`config.mk`:
```
export PLATFORM = sky130hd
export DESIGN_NAME = strm_fifo_multimode_flat
export DESIGN_NICKNAME = d
export VERILOG_FILES = /design/src/rtl/strm_pkg.sv /design/src/rtl/strm_fifo_multimode_if.sv /design/src/rtl/strm_ram.sv /design/src/rtl/strm_fifo_multimode.sv /design/src/flat_wrapper.sv
export SDC_FILE = /design/constraint.sdc
export NUM_CORES = 1
export LEC_CHECK = 0
export CORE_UTILIZATION = 50
export DETAILED_ROUTE_END_ITERATION = 7
export MAX_ROUTING_LAYER = met4
export PLACE_DENSITY = 0.71
export SYNTH_ARGS = -nofsm -noshare
export SYNTH_HDL_FRONTEND = slang
export SYNTH_SLANG_ARGS = --single-unit
```
`constraint.sdc`:
```
create_clock -name clk -period 2.8 [get_ports clk]
set_input_delay 0.42 -clock clk [delete_from_list [all_inputs] [get_ports clk]]
set_output_delay 0.42 -clock clk [all_outputs]
set_load 0.02 [all_outputs]
```
`src/rtl/strm_pkg.sv`:
```
`default_nettype none
// +----------------------------------------------------------------------+
// | strm_pkg                                                             |
// | Mode encodings and types shared by the strm stream FIFO family.      |
// | Rev 1.0                                                              |
// +----------------------------------------------------------------------+
package strm_pkg;

    typedef logic [1:0] strm_mode_t;

    localparam strm_mode_t MODE_CLR = 2'b00;
    localparam strm_mode_t MODE_SER = 2'b01;
    localparam strm_mode_t MODE_PAR = 2'b10;
    localparam strm_mode_t MODE_CYC = 2'b11;

endpackage
`default_nettype wire

```
`src/rtl/strm_fifo_multimode_if.sv`:
```
`default_nettype none
// +----------------------------------------------------------------------+
// | strm_fifo_multimode_if                                               |
// | Control, data and status bundle of the multimode stream FIFO.        |
// | Rev 1.0                                                              |
// +----------------------------------------------------------------------+
interface strm_fifo_multimode_if #(
    parameter int DATA_W = 8,
    parameter int DEPTH  = 16,
    parameter int CNT_W  = $clog2(DEPTH + 1)
) ();
    import strm_pkg::*;

    logic              cfg_we;
    strm_mode_t        cfg_mode;
    logic              hold;
    logic              write;
    logic              shift_en;
    logic              serial_in;
    logic [DATA_W-1:0] par_in;
    logic              serial_out;
    logic [DATA_W-1:0] par_out;
    strm_mode_t        mode;
    logic              empty;
    logic              full;
    logic [CNT_W-1:0]  count;
    logic              overflow;
    logic              underflow;

    modport master (
        output cfg_we, cfg_mode, hold, write, shift_en, serial_in, par_in,
        input  serial_out, par_out, mode, empty, full, count, overflow, underflow
    );

    modport slave (
        input  cfg_we, cfg_mode, hold, write, shift_en, serial_in, par_in,
        output serial_out, par_out, mode, empty, full, count, overflow, underflow
    );

endinterface
`default_nettype wire

```
`src/rtl/strm_ram.sv`:
```
`default_nettype none
// +----------------------------------------------------------------------+
// | strm_ram                                                             |
// | DEPTH x DATA_W store: synchronous write, combinational read.         |
// | Rev 1.0                                                              |
// +----------------------------------------------------------------------+
module strm_ram #(
    parameter int DATA_W = 8,
    parameter int DEPTH  = 16,
    parameter int ADDR_W = $clog2(DEPTH)
) (
    input  wire logic              clk,
    input  wire logic              i_we,
    input  wire logic [ADDR_W-1:0] i_waddr,
    input  wire logic [DATA_W-1:0] i_wdata,
    input  wire logic [ADDR_W-1:0] i_raddr,
    output logic      [DATA_W-1:0] o_rdata
);

    // No reset: contents are only ever invalidated through the pointers.
    logic [DATA_W-1:0] mem_q [DEPTH];

    always_ff @(posedge clk) begin
        if (i_we) begin
            mem_q[i_waddr] <= i_wdata;
        end
    end

    assign o_rdata = mem_q[i_raddr];

endmodule
`default_nettype wire

```
`src/rtl/strm_fifo_multimode.sv`:
```
`default_nettype none
// +----------------------------------------------------------------------+
// | strm_fifo_multimode                                                  |
// | Stream FIFO with serial, parallel and circular-replay access modes.  |
// | Rev 1.0                                                              |
// +----------------------------------------------------------------------+
module strm_fifo_multimode
    import strm_pkg::*;
#(
    parameter int DATA_W = 8,
    parameter int DEPTH  = 16
) (
    input  wire logic             clk,
    input  wire logic             reset,
    strm_fifo_multimode_if.slave  bus
);

    localparam int CNT_W = $clog2(DEPTH + 1);
    localparam int PTR_W = $clog2(DEPTH);
    localparam logic [CNT_W-1:0] C_FULL_CNT = CNT_W'(DEPTH);
    localparam logic [CNT_W-1:0] C_CNT_ONE  = CNT_W'(1);
    localparam logic [PTR_W-1:0] C_PTR_ONE  = PTR_W'(1);

    strm_mode_t        mode_q,    mode_d;
    logic [PTR_W-1:0]  rd_ptr_q,  rd_ptr_d;
    logic [PTR_W-1:0]  wr_ptr_q,  wr_ptr_d;
    logic [PTR_W-1:0]  cyc_ptr_q, cyc_ptr_d;
    logic [CNT_W-1:0]  count_q,   count_d;
    logic [DATA_W-1:0] in_sr_q,   in_sr_d;
    logic [DATA_W-1:0] out_sr_q,  out_sr_d;
    logic [DATA_W-1:0] par_out_q, par_out_d;
    logic              hold_q,    hold_d;
    logic              ovf_q,     ovf_d;
    logic              udf_q,     udf_d;

    logic              w_strb;
    logic              w_empty;
    logic              w_full;
    logic              w_mem_we;
    logic [DATA_W-1:0] w_mem_wdata;
    logic [PTR_W-1:0]  w_raddr;
    logic [DATA_W-1:0] w_rdata;
    logic [PTR_W-1:0]  w_last_ptr;

    assign w_strb     = bus.hold & ~hold_q;
    assign w_empty    = (count_q == '0);
    assign w_full     = (count_q == C_FULL_CNT);
    assign w_raddr    = (mode_q == MODE_CYC) ? cyc_ptr_q : rd_ptr_q;
    // Newest valid entry; replay wraps back to the oldest after it.
    assign w_last_ptr = rd_ptr_q + count_q[PTR_W-1:0] - C_PTR_ONE;

    strm_ram #(
        .DATA_W (DATA_W),
        .DEPTH  (DEPTH)
    ) u_ram (
        .clk     (clk),
        .i_we    (w_mem_we),
        .i_waddr (wr_ptr_q),
        .i_wdata (w_mem_wdata),
        .i_raddr (w_raddr),
        .o_rdata (w_rdata)
    );

    always_comb begin
        mode_d      = mode_q;
        rd_ptr_d    = rd_ptr_q;
        wr_ptr_d    = wr_ptr_q;
        cyc_ptr_d   = cyc_ptr_q;
        count_d     = count_q;
        in_sr_d     = in_sr_q;
        out_sr_d    = out_sr_q;
        par_out_d   = par_out_q;
        hold_d      = bus.hold;
        ovf_d       = 1'b0;
        udf_d       = 1'b0;
        w_mem_we    = 1'b0;
        w_mem_wdata = (mode_q == MODE_SER) ? in_sr_q : bus.par_in;

        // Shift first so a same-cycle load or clear below overrides it.
        if (bus.shift_en && (mode_q == MODE_SER || mode_q == MODE_CYC)) begin
            in_sr_d  = {in_sr_q[DATA_W-2:0], bus.serial_in};
            out_sr_d = {out_sr_q[DATA_W-2:0], 1'b0};
        end

        if (bus.cfg_we) begin
            mode_d = bus.cfg_mode;
            if (bus.cfg_mode == MODE_CLR) begin
                rd_ptr_d  = '0;
                wr_ptr_d  = '0;
                cyc_ptr_d = '0;
                count_d   = '0;
                out_sr_d  = '0;
                par_out_d = '0;
            end else if (bus.cfg_mode == MODE_CYC) begin
                cyc_ptr_d = rd_ptr_q;
            end
        end else if (w_strb && mode_q != MODE_CLR) begin
            if (bus.write) begin
                if (mode_q != MODE_CYC) begin
                    if (w_full) begin
                        ovf_d = 1'b1;
                    end else begin
                        w_mem_we = 1'b1;
                        wr_ptr_d = wr_ptr_q + C_PTR_ONE;
                        count_d  = count_q + C_CNT_ONE;
                    end
                end
            end else if (w_empty) begin
                par_out_d = '0;
                out_sr_d  = '0;
                udf_d     = 1'b1;
            end else begin
                par_out_d = w_rdata;
                out_sr_d  = w_rdata;
                if (mode_q == MODE_CYC) begin
                    cyc_ptr_d = (cyc_ptr_q == w_last_ptr) ? rd_ptr_q : cyc_ptr_q + C_PTR_ONE;
                end else begin
                    rd_ptr_d = rd_ptr_q + C_PTR_ONE;
                    count_d  = count_q - C_CNT_ONE;
                end
            end
        end
    end

    always_ff @(posedge clk) begin
        if (!reset) begin
            mode_q    <= MODE_CLR;
            rd_ptr_q  <= '0;
            wr_ptr_q  <= '0;
            cyc_ptr_q <= '0;
            count_q   <= '0;
            in_sr_q   <= '0;
            out_sr_q  <= '0;
            par_out_q <= '0;
            hold_q    <= 1'b1;
            ovf_q     <= 1'b0;
            udf_q     <= 1'b0;
        end else begin
            mode_q    <= mode_d;
            rd_ptr_q  <= rd_ptr_d;
            wr_ptr_q  <= wr_ptr_d;
            cyc_ptr_q <= cyc_ptr_d;
            count_q   <= count_d;
            in_sr_q   <= in_sr_d;
            out_sr_q  <= out_sr_d;
            par_out_q <= par_out_d;
            hold_q    <= hold_d;
            ovf_q     <= ovf_d;
            udf_q     <= udf_d;
        end
    end

    assign bus.serial_out = out_sr_q[DATA_W-1];
    assign bus.par_out    = par_out_q;
    assign bus.mode       = mode_q;
    assign bus.empty      = w_empty;
    assign bus.full       = w_full;
    assign bus.count      = count_q;
    assign bus.overflow   = ovf_q;
    assign bus.underflow  = udf_q;

endmodule
`default_nettype wire

```
`src/flat_wrapper.sv`:
```
// flat-port wrapper written by rule: the top's interface ports become plain ports
module strm_fifo_multimode_flat import strm_pkg::*;
#(
    parameter int DATA_W = 8,
    parameter int DEPTH  = 16
)
  (clk, reset, bus_cfg_we, bus_cfg_mode, bus_hold, bus_write, bus_shift_en, bus_serial_in, bus_par_in, bus_serial_out, bus_par_out, bus_mode, bus_empty, bus_full, bus_count, bus_overflow, bus_underflow);
  strm_fifo_multimode_if #(.DATA_W(DATA_W), .DEPTH(DEPTH)) bus_i ();
  input  wire logic clk;
  input  wire logic reset;
  input wire logic [$bits(bus_i.cfg_we)-1:0] bus_cfg_we;
  input wire logic [$bits(bus_i.cfg_mode)-1:0] bus_cfg_mode;
  input wire logic [$bits(bus_i.hold)-1:0] bus_hold;
  input wire logic [$bits(bus_i.write)-1:0] bus_write;
  input wire logic [$bits(bus_i.shift_en)-1:0] bus_shift_en;
  input wire logic [$bits(bus_i.serial_in)-1:0] bus_serial_in;
  input wire logic [$bits(bus_i.par_in)-1:0] bus_par_in;
  output wire logic [$bits(bus_i.serial_out)-1:0] bus_serial_out;
  output wire logic [$bits(bus_i.par_out)-1:0] bus_par_out;
  output wire logic [$bits(bus_i.mode)-1:0] bus_mode;
  output wire logic [$bits(bus_i.empty)-1:0] bus_empty;
  output wire logic [$bits(bus_i.full)-1:0] bus_full;
  output wire logic [$bits(bus_i.count)-1:0] bus_count;
  output wire logic [$bits(bus_i.overflow)-1:0] bus_overflow;
  output wire logic [$bits(bus_i.underflow)-1:0] bus_underflow;
  assign bus_i.cfg_we = bus_cfg_we;
  assign bus_i.cfg_mode = bus_cfg_mode;
  assign bus_i.hold = bus_hold;
  assign bus_i.write = bus_write;
  assign bus_i.shift_en = bus_shift_en;
  assign bus_i.serial_in = bus_serial_in;
  assign bus_i.par_in = bus_par_in;
  assign bus_serial_out = bus_i.serial_out;
  assign bus_par_out = bus_i.par_out;
  assign bus_mode = bus_i.mode;
  assign bus_empty = bus_i.empty;
  assign bus_full = bus_i.full;
  assign bus_count = bus_i.count;
  assign bus_overflow = bus_i.overflow;
  assign bus_underflow = bus_i.underflow;
  strm_fifo_multimode #(.DATA_W(DATA_W), .DEPTH(DEPTH)) u_core (.clk(clk), .reset(reset), .bus(bus_i));
endmodule
```
# --- Word-level counts from Yosys, hierarchy flattened ---
# Memory sizes are Yosys's and may differ from the RTL's.
# Index checks and enable logic that the tools add are counted.
word_totals:
  regBits: 46
  ram_bits: 128
  input_bits: 17
  output_inout_bits: 20
  word_cells: 106
  mem_count: 1
op_classes:
  n_addsub: 7
  n_eq_ne: 16
  n_mux: 48
  n_bitwise: 6
  reduce_logical: 17
memory_table:
  columns: ["name", "words", "word_bits", "rd", "rd_clocked_by_memory_dff", "wr", "line_no", "text"]
  rows:
  - ["u_core.u_ram.mem_q", 16, 8, 1, 0, 1, "strm_ram.sv:21", "logic [DATA_W-1:0] mem_q [DEPTH];"]
ops:
  columns: ["operator", "count"]
  rows:
  - ["8-bit two-way mux", 11]
  - ["4-bit two-way mux", 20]
  - ["5-bit two-way mux", 8]
  - ["5-bit AND reduction", 3]
  - ["4-bit by 1-bit adder with 4-bit output, second input constant", 3]
  - ["2-bit != test, second input constant", 5]
  - ["2-bit nonzero test", 5]
  - ["1-bit two-way mux", 9]
  - ["3-bit != test, second input constant", 3]
  - ["6-bit AND reduction", 1]
  - ["5-bit by 1-bit adder with 5-bit output, second input constant", 1]
  - ["5-bit equality test, second input constant", 1]
  - ["5-bit zero test", 1]
  - ["1-bit inverter", 5]
  - ["5-bit OR reduction", 1]
  - ["5-bit by 1-bit subtractor with 5-bit output, second input constant", 1]
  - ["4-bit adder", 1]
  - ["2-bit equality test, second input constant", 2]
  - ["4-bit equality test", 1]
  - ["4-bit OR reduction", 1]
  - ["4-bit by 1-bit subtractor with 4-bit output, second input constant", 1]
  - ["3-bit by 1-bit != test with 1-bit output, second input constant", 1]
  - ["3-bit by 2-bit != test with 1-bit output, second input constant", 1]
  - ["3-bit AND reduction", 1]
  - ["other kinds (6)", 7]

# --- Logic depth before layout (Yosys ltp) ---
logic_depth:
  depth_word: 9
  mapped_depth: 12
  depth_no_buf: 11

# --- Modules after synthesis ---
# Synthesis repeated with hierarchy kept, for this count alone.
hier_totals:
  hier_cells: 535
  hier_area_um2: 7559.8
modules_own_cells:
  columns: ["module", "instances", "cells_each", "area_per_inst_um2", "seq_area_each_um2"]
  rows:
  - ["strm_ram", 1, 221, 4987.3, 3843.7]
  - ["strm_fifo_multimode", 1, 314, 2572.5, 920.9]

# --- Least setup slack after synthesis ---
# Ideal clock, no wire load.
synth_timing:
  kind: "register -> register"
  startpoint: "register u_core.rd_ptr_q[0]"
  endpoint: "register u_core.cyc_ptr_q[0]"
  setup_time_ns: 0.144
  arrival_ns: 2.565
  t_required_ns: 2.656
  slack_ns: 0.091
  path_stages_with_launch: 12
  n_path_buf: 1
  period_less_slack_ns: 2.709
  path_cell_list: "dfxtp_1 > buf_1 > inv_1 > ha_1 > inv_1 > ha_1 > inv_1 > fa_1 > xnor2_1 > nor4_4 > mux2i_1 > a31oi_1"
synth_via:
  elab_chain_cells: 9
  elab_cells_between_ends: 11
  cone_classes: "add/sub (2); eq/ne (1); mux (8)"
synth_lines:
  columns: ["item", "line_no", "text"]
  rows:
  - ["start: declaration", "strm_fifo_multimode.sv:25", "logic [PTR_W-1:0] rd_ptr_q, rd_ptr_d;"]
  - ["start signal: assignment", "strm_fifo_multimode.sv:140", "rd_ptr_q <= rd_ptr_d;"]
  - ["4-bit adder", "strm_fifo_multimode.sv:50", "assign w_last_ptr = rd_ptr_q + count_q[PTR_W-1:0] - C_PTR_ONE;"]
  - ["4-bit by 1-bit subtractor with 4-bit output", "strm_fifo_multimode.sv:50", null]
  - ["4-bit equality test", "strm_fifo_multimode.sv:116", "cyc_ptr_d = (cyc_ptr_q == w_last_ptr) ? rd_ptr_q : cyc_ptr_q + C_PTR_ONE;"]
  - ["4-bit two-way mux", "strm_fifo_multimode.sv:116", null]
  - ["4-bit two-way mux", "strm_fifo_multimode.sv:115", "if (mode_q == MODE_CYC) begin"]
  - ["4-bit two-way mux", "strm_fifo_multimode.sv:108", "end else if (w_empty) begin"]
  - ["4-bit two-way mux", "strm_fifo_multimode.sv:98", "if (bus.write) begin"]
  - ["4-bit two-way mux", "strm_fifo_multimode.sv:97", "end else if (w_strb && mode_q != MODE_CLR) begin"]
  - ["4-bit two-way mux *", "strm_fifo_multimode.sv:85", "if (bus.cfg_we) begin"]
  - ["end signal: assignment", "strm_fifo_multimode.sv:142", "cyc_ptr_q <= cyc_ptr_d;"]
  - ["end: declaration", "strm_fifo_multimode.sv:27", "logic [PTR_W-1:0] cyc_ptr_q, cyc_ptr_d;"]
# Mark *: on every way between the ends. The rest lies on a longest branch, timed or not. The select of a mux whose other input is x is not followed.
# A chain may end at the register's enable or synchronous reset.

# --- Worst setup path in the final report ---
layout_timing:
  startpoint: "register u_core.count_q[0] (netlist: u_core.bus.count[0])"
  endpoint: "output bus_empty"
layout_via:
  elab_chain_cells: 1
layout_lines:
  columns: ["item", "line_no", "text"]
  rows:
  - ["start: declaration", "strm_fifo_multimode.sv:28", "logic [CNT_W-1:0] count_q, count_d;"]
  - ["start signal: assignment", "strm_fifo_multimode.sv:143", "count_q <= count_d;"]
  - ["5-bit zero test", "strm_fifo_multimode.sv:46", "assign w_empty = (count_q == '0);"]
  - ["end: declaration", "flat_wrapper.sv:21", "output wire logic [$bits(bus_i.empty)-1:0] bus_empty;"]
# Every way passes these cells.

==> impl_metrics.ini <==
[status]
outcome = completed

[critical_path]
r2r-end = u_core.cyc_ptr_q[1]
crit_slowest_cell = clkdlybuf4s50_1
max_stage_delay_ps = 630
required_ps = 2380
cp.arrival_ps = 2290
critPathTopFamily = buffers and inverters
path_buf_inv = 2
regToRegStartpoint = u_core.rd_ptr_q[1]
r2r_cells = 10
end_kind = output port
crit_path_max_fanout = 7
path_cells = buf_4 -> or4_4 -> nor2_1 -> clkdlybuf4s50_1
cp-start-kind = flop
crit_start = u_core.bus.count[0]
r2r_slack_ps = 190
path_class = flop to output port

[logic_synthesis]
syn_nets = 737
synth_area_mm2 = 0.00811
synth_cell_types = 53
synth_edf_count = 128
synth_flop_cell = edfxtp_1
ys_seq_area_share_pct = 58.7
yosysTopAreaCell = edfxtp_1
synthCells = 705
async_reset_ff_share_pct = 0
synth-seq-cells = 174
ys.warnings.count = 0
synth_area_leaders = edfxtp_1 (47%), dfxtp_1 (11%), nand3_1 (6.0%)
synth_area_per_cell_um2 = 11.5
yosysTopAreaCellShare_pct = 47.4

[detailed_routing]
wl_per_cell_um = 20.6
drt_first_pass_iters = 5
vias_per_cell = 6.02
ant_nets = 0
drcViolationCount = 0
drt_iter0_drc = 616
via_count = 5991
wirelength_mm = 20.6

[global_route]
grt_pass1_vias = 5620
grt.overflow.total = 0
antenna_found_initial = 1
grt_max_degree = 46
grtUsageTotal_pct = 26.3
grt_pass1_wl_mm = 31.1

[timing]
worst_slack_ps = 91.0
min_period_over_period_pct = 96.8
tightest_slew_ps = 865
period_needed_ps = 2710
setup_viol = 0
finalHoldViolCount = 0
fin_worst_skew_ps = 9.22
rsz0062_at_grt = no
maxSlewViolCount = 0
hold_slack_ps = 468
fin_setup_tns_ps = 0
fmax_ghz = 0.369
slew_headroom_pct = 42.0

[layout]
fill_cells = 1265
drive_gt1_share_pct = 15.7
synthToLayoutAreaGrowth_pct = 17.6
final_nets = 798

[floorplanning]
rows = 46
die_h_um = 129
start_util_pct = 51.1
dieArea_mm2 = 0.0167
io_pins = 37
die_x_um = 129
core-area_mm2 = 0.0159

[pwr]
leakage_uw = 0.00329
ir_drop_uv = 450
total_power_uw = 5540
power.density_mw_per_mm2 = 581

[placement]
dp_slack_ps = 209
place_hpwl_mm = 13.9
gp_congestion = 0.890
portBuffers = 36

[clock_tree]
cts_tree = yes
clk_path_buf_depth = 2
clk_latency_ps = 430
path_clk_slew_ps = 60
h-tree-depth = 4
cts_root_buffer = clkbuf_16
cts_inserted_buffers = 17
postCtsHoldBufs = 0
clkSinkCount = 174

[min_path]
hold_depth = 2
min_to = u_core.bus.par_out[3]
min_from = u_core.bus.par_out[3]
hp-class = flop to flop

[job]
max_cap_viol_count = 0
cell families (layout without fill, tap and decap cells):
| kind of cell | Yosys count | after routing | share of synthesized area (%) |
|---|---|---|---|
| compound gates | 116 | 116 | 9.56 |
| xor+xnor | 19 | 19 | 2.22 |
| fa+ha+maj | 15 | 15 | 2.50 |
| buf+inv | 63 | 137 | 3.15 |
| flops | 174 | 174 | 58.7 |
| mux | 64 | 64 | 8.27 |
| other cells | 0 | 1 | 0 |
| simple gates | 254 | 254 | 15.6 |
final cells by class:
type | count | area, µm² | area share, %
Sequential cell | 174 | 4760 | 49.9
Multi-Input combinational cell | 468 | 3100 | 32.5
Timing Repair Buffer | 87 | 768 | 8.05
Clock buffer | 20 | 437 | 4.58
Tap cell | 216 | 270 | 2.83
Clock inverter | 12 | 134 | 1.40
Inverter | 18 | 67.6 | 0.708
Antenna cell | 1 | 2.50 | 0.0262
Yosys cell counts, types with 2 or more instances:
library cell,instances
a21o_1,3
a21oi_1,16
a31oi_1,5
a32oi_1,16
and2_1,4
buf_1,4
buf_2,9
buf_4,2
clkbuf_1,30
dfxtp_1,46
edfxtp_1,128
fa_1,2
ha_1,13
inv_1,17
mux2_2,24
mux2i_1,40
nand2_1,75
nand2b_1,6
nand3_1,98
nand3b_1,3
nand4_1,18
nand4b_1,2
nor2_1,27
nor2b_1,4
nor3_1,5
o211ai_1,6
o21ai_0,46
o21ai_1,7
o22ai_1,2
o31ai_2,4
or3_1,4
or4_1,2
xnor2_1,12
xor2_1,6
cell usage in the layout (no fill, tap or decap), types with 12 or more instances in the layout:
master,n
ha_1,13
nand3_1,98
dfxtp_1,46
clkdlybuf4s50_1,36
inv_1,17
a32oi_1,16
o21ai_0,46
clkbuf_16,17
nand2_1,74
mux2i_1,40
mux2_2,24
buf_4,49
nand4_1,18
edfxtp_1,128
xnor2_1,12
nor2_1,27
a21oi_1,16
flip-flops by register name, summed over array words and instances, names as in the netlist:
signal,flops
u_core.bus.mode,2
u_core.bus.underflow,1
u_core.out_sr_q,8
u_core.bus.overflow,1
u_core.hold_q,1
u_core.rd_ptr_q,4
u_core.in_sr_q,8
u_core.cyc_ptr_q,4
u_core.bus.count,5
u_core.u_ram.mem_q,128
u_core.wr_ptr_q,4
u_core.bus.par_out,8
worst max path at each step:
| stage | end | slack [ps] | depth (start not counted) |
|---|---|---|---|
| 2_1_floorplan | u_core.cyc_ptr_q[0] | 90 | 11 |
| 3_3_place_gp | u_core.bus.count[4] | 250 | 8 |
| 3_5_place_dp | u_core.bus.count[4] | 210 | 8 |
| 4_1_cts | bus_empty | 70 | 4 |
| 5_1_grt | bus_empty | 20 | 4 |
| 6_report | bus_empty | 90 | 4 |
worst register-to-register path: cells and delay by family, from the launching register on:
kind | cells | cell delay [ps]
adder cells (fa/ha/maj) | 3 | 890
buffers and inverters | 3 | 190
AO/OA/AOI/OAI | 1 | 110
XOR/XNOR | 1 | 170
AND/OR/NAND/NOR | 1 | 480
multiplexers | 1 | 270
flip-flops | 1 | 350
metal layers:
layer	up-vias	wire [µm]	GRT usage, %
met2	295	9660	39.6
met4	0	551	10.9
li1	2743	-	-
met5	-	0	-
met3	45	1630	5.82
met1	2908	8700	34.5
stage by stage:
stage                     instances  instance area, µm²  util (%)
after floorplan                 705                8110         -
after global placement          963                8960      56.4
after detailed placement        963                8960      56.4
after CTS                       995                9530      60.0
after global routing            996                9540      60.1
final                           996                9540      60.1
repair_timing:
item / CTS / global route
buffers inserted: 0 / 0
endpoints found under the setup margin: 0 / 5
gates resized for setup: 0 / 1
power breakdown:
part / switching [µW] / leakage [µW] / internal [µW] / total (µW)
sequential: 27.2 / 0.00153 / 2790 / 2810
combinational: 254 / 0.00149 / 163 / 417
clock: 986 / 0.000271 / 1320 / 2310
total: 1270 / 0.00329 / 4270 / 5540
(Power assumes the default switching activity.)
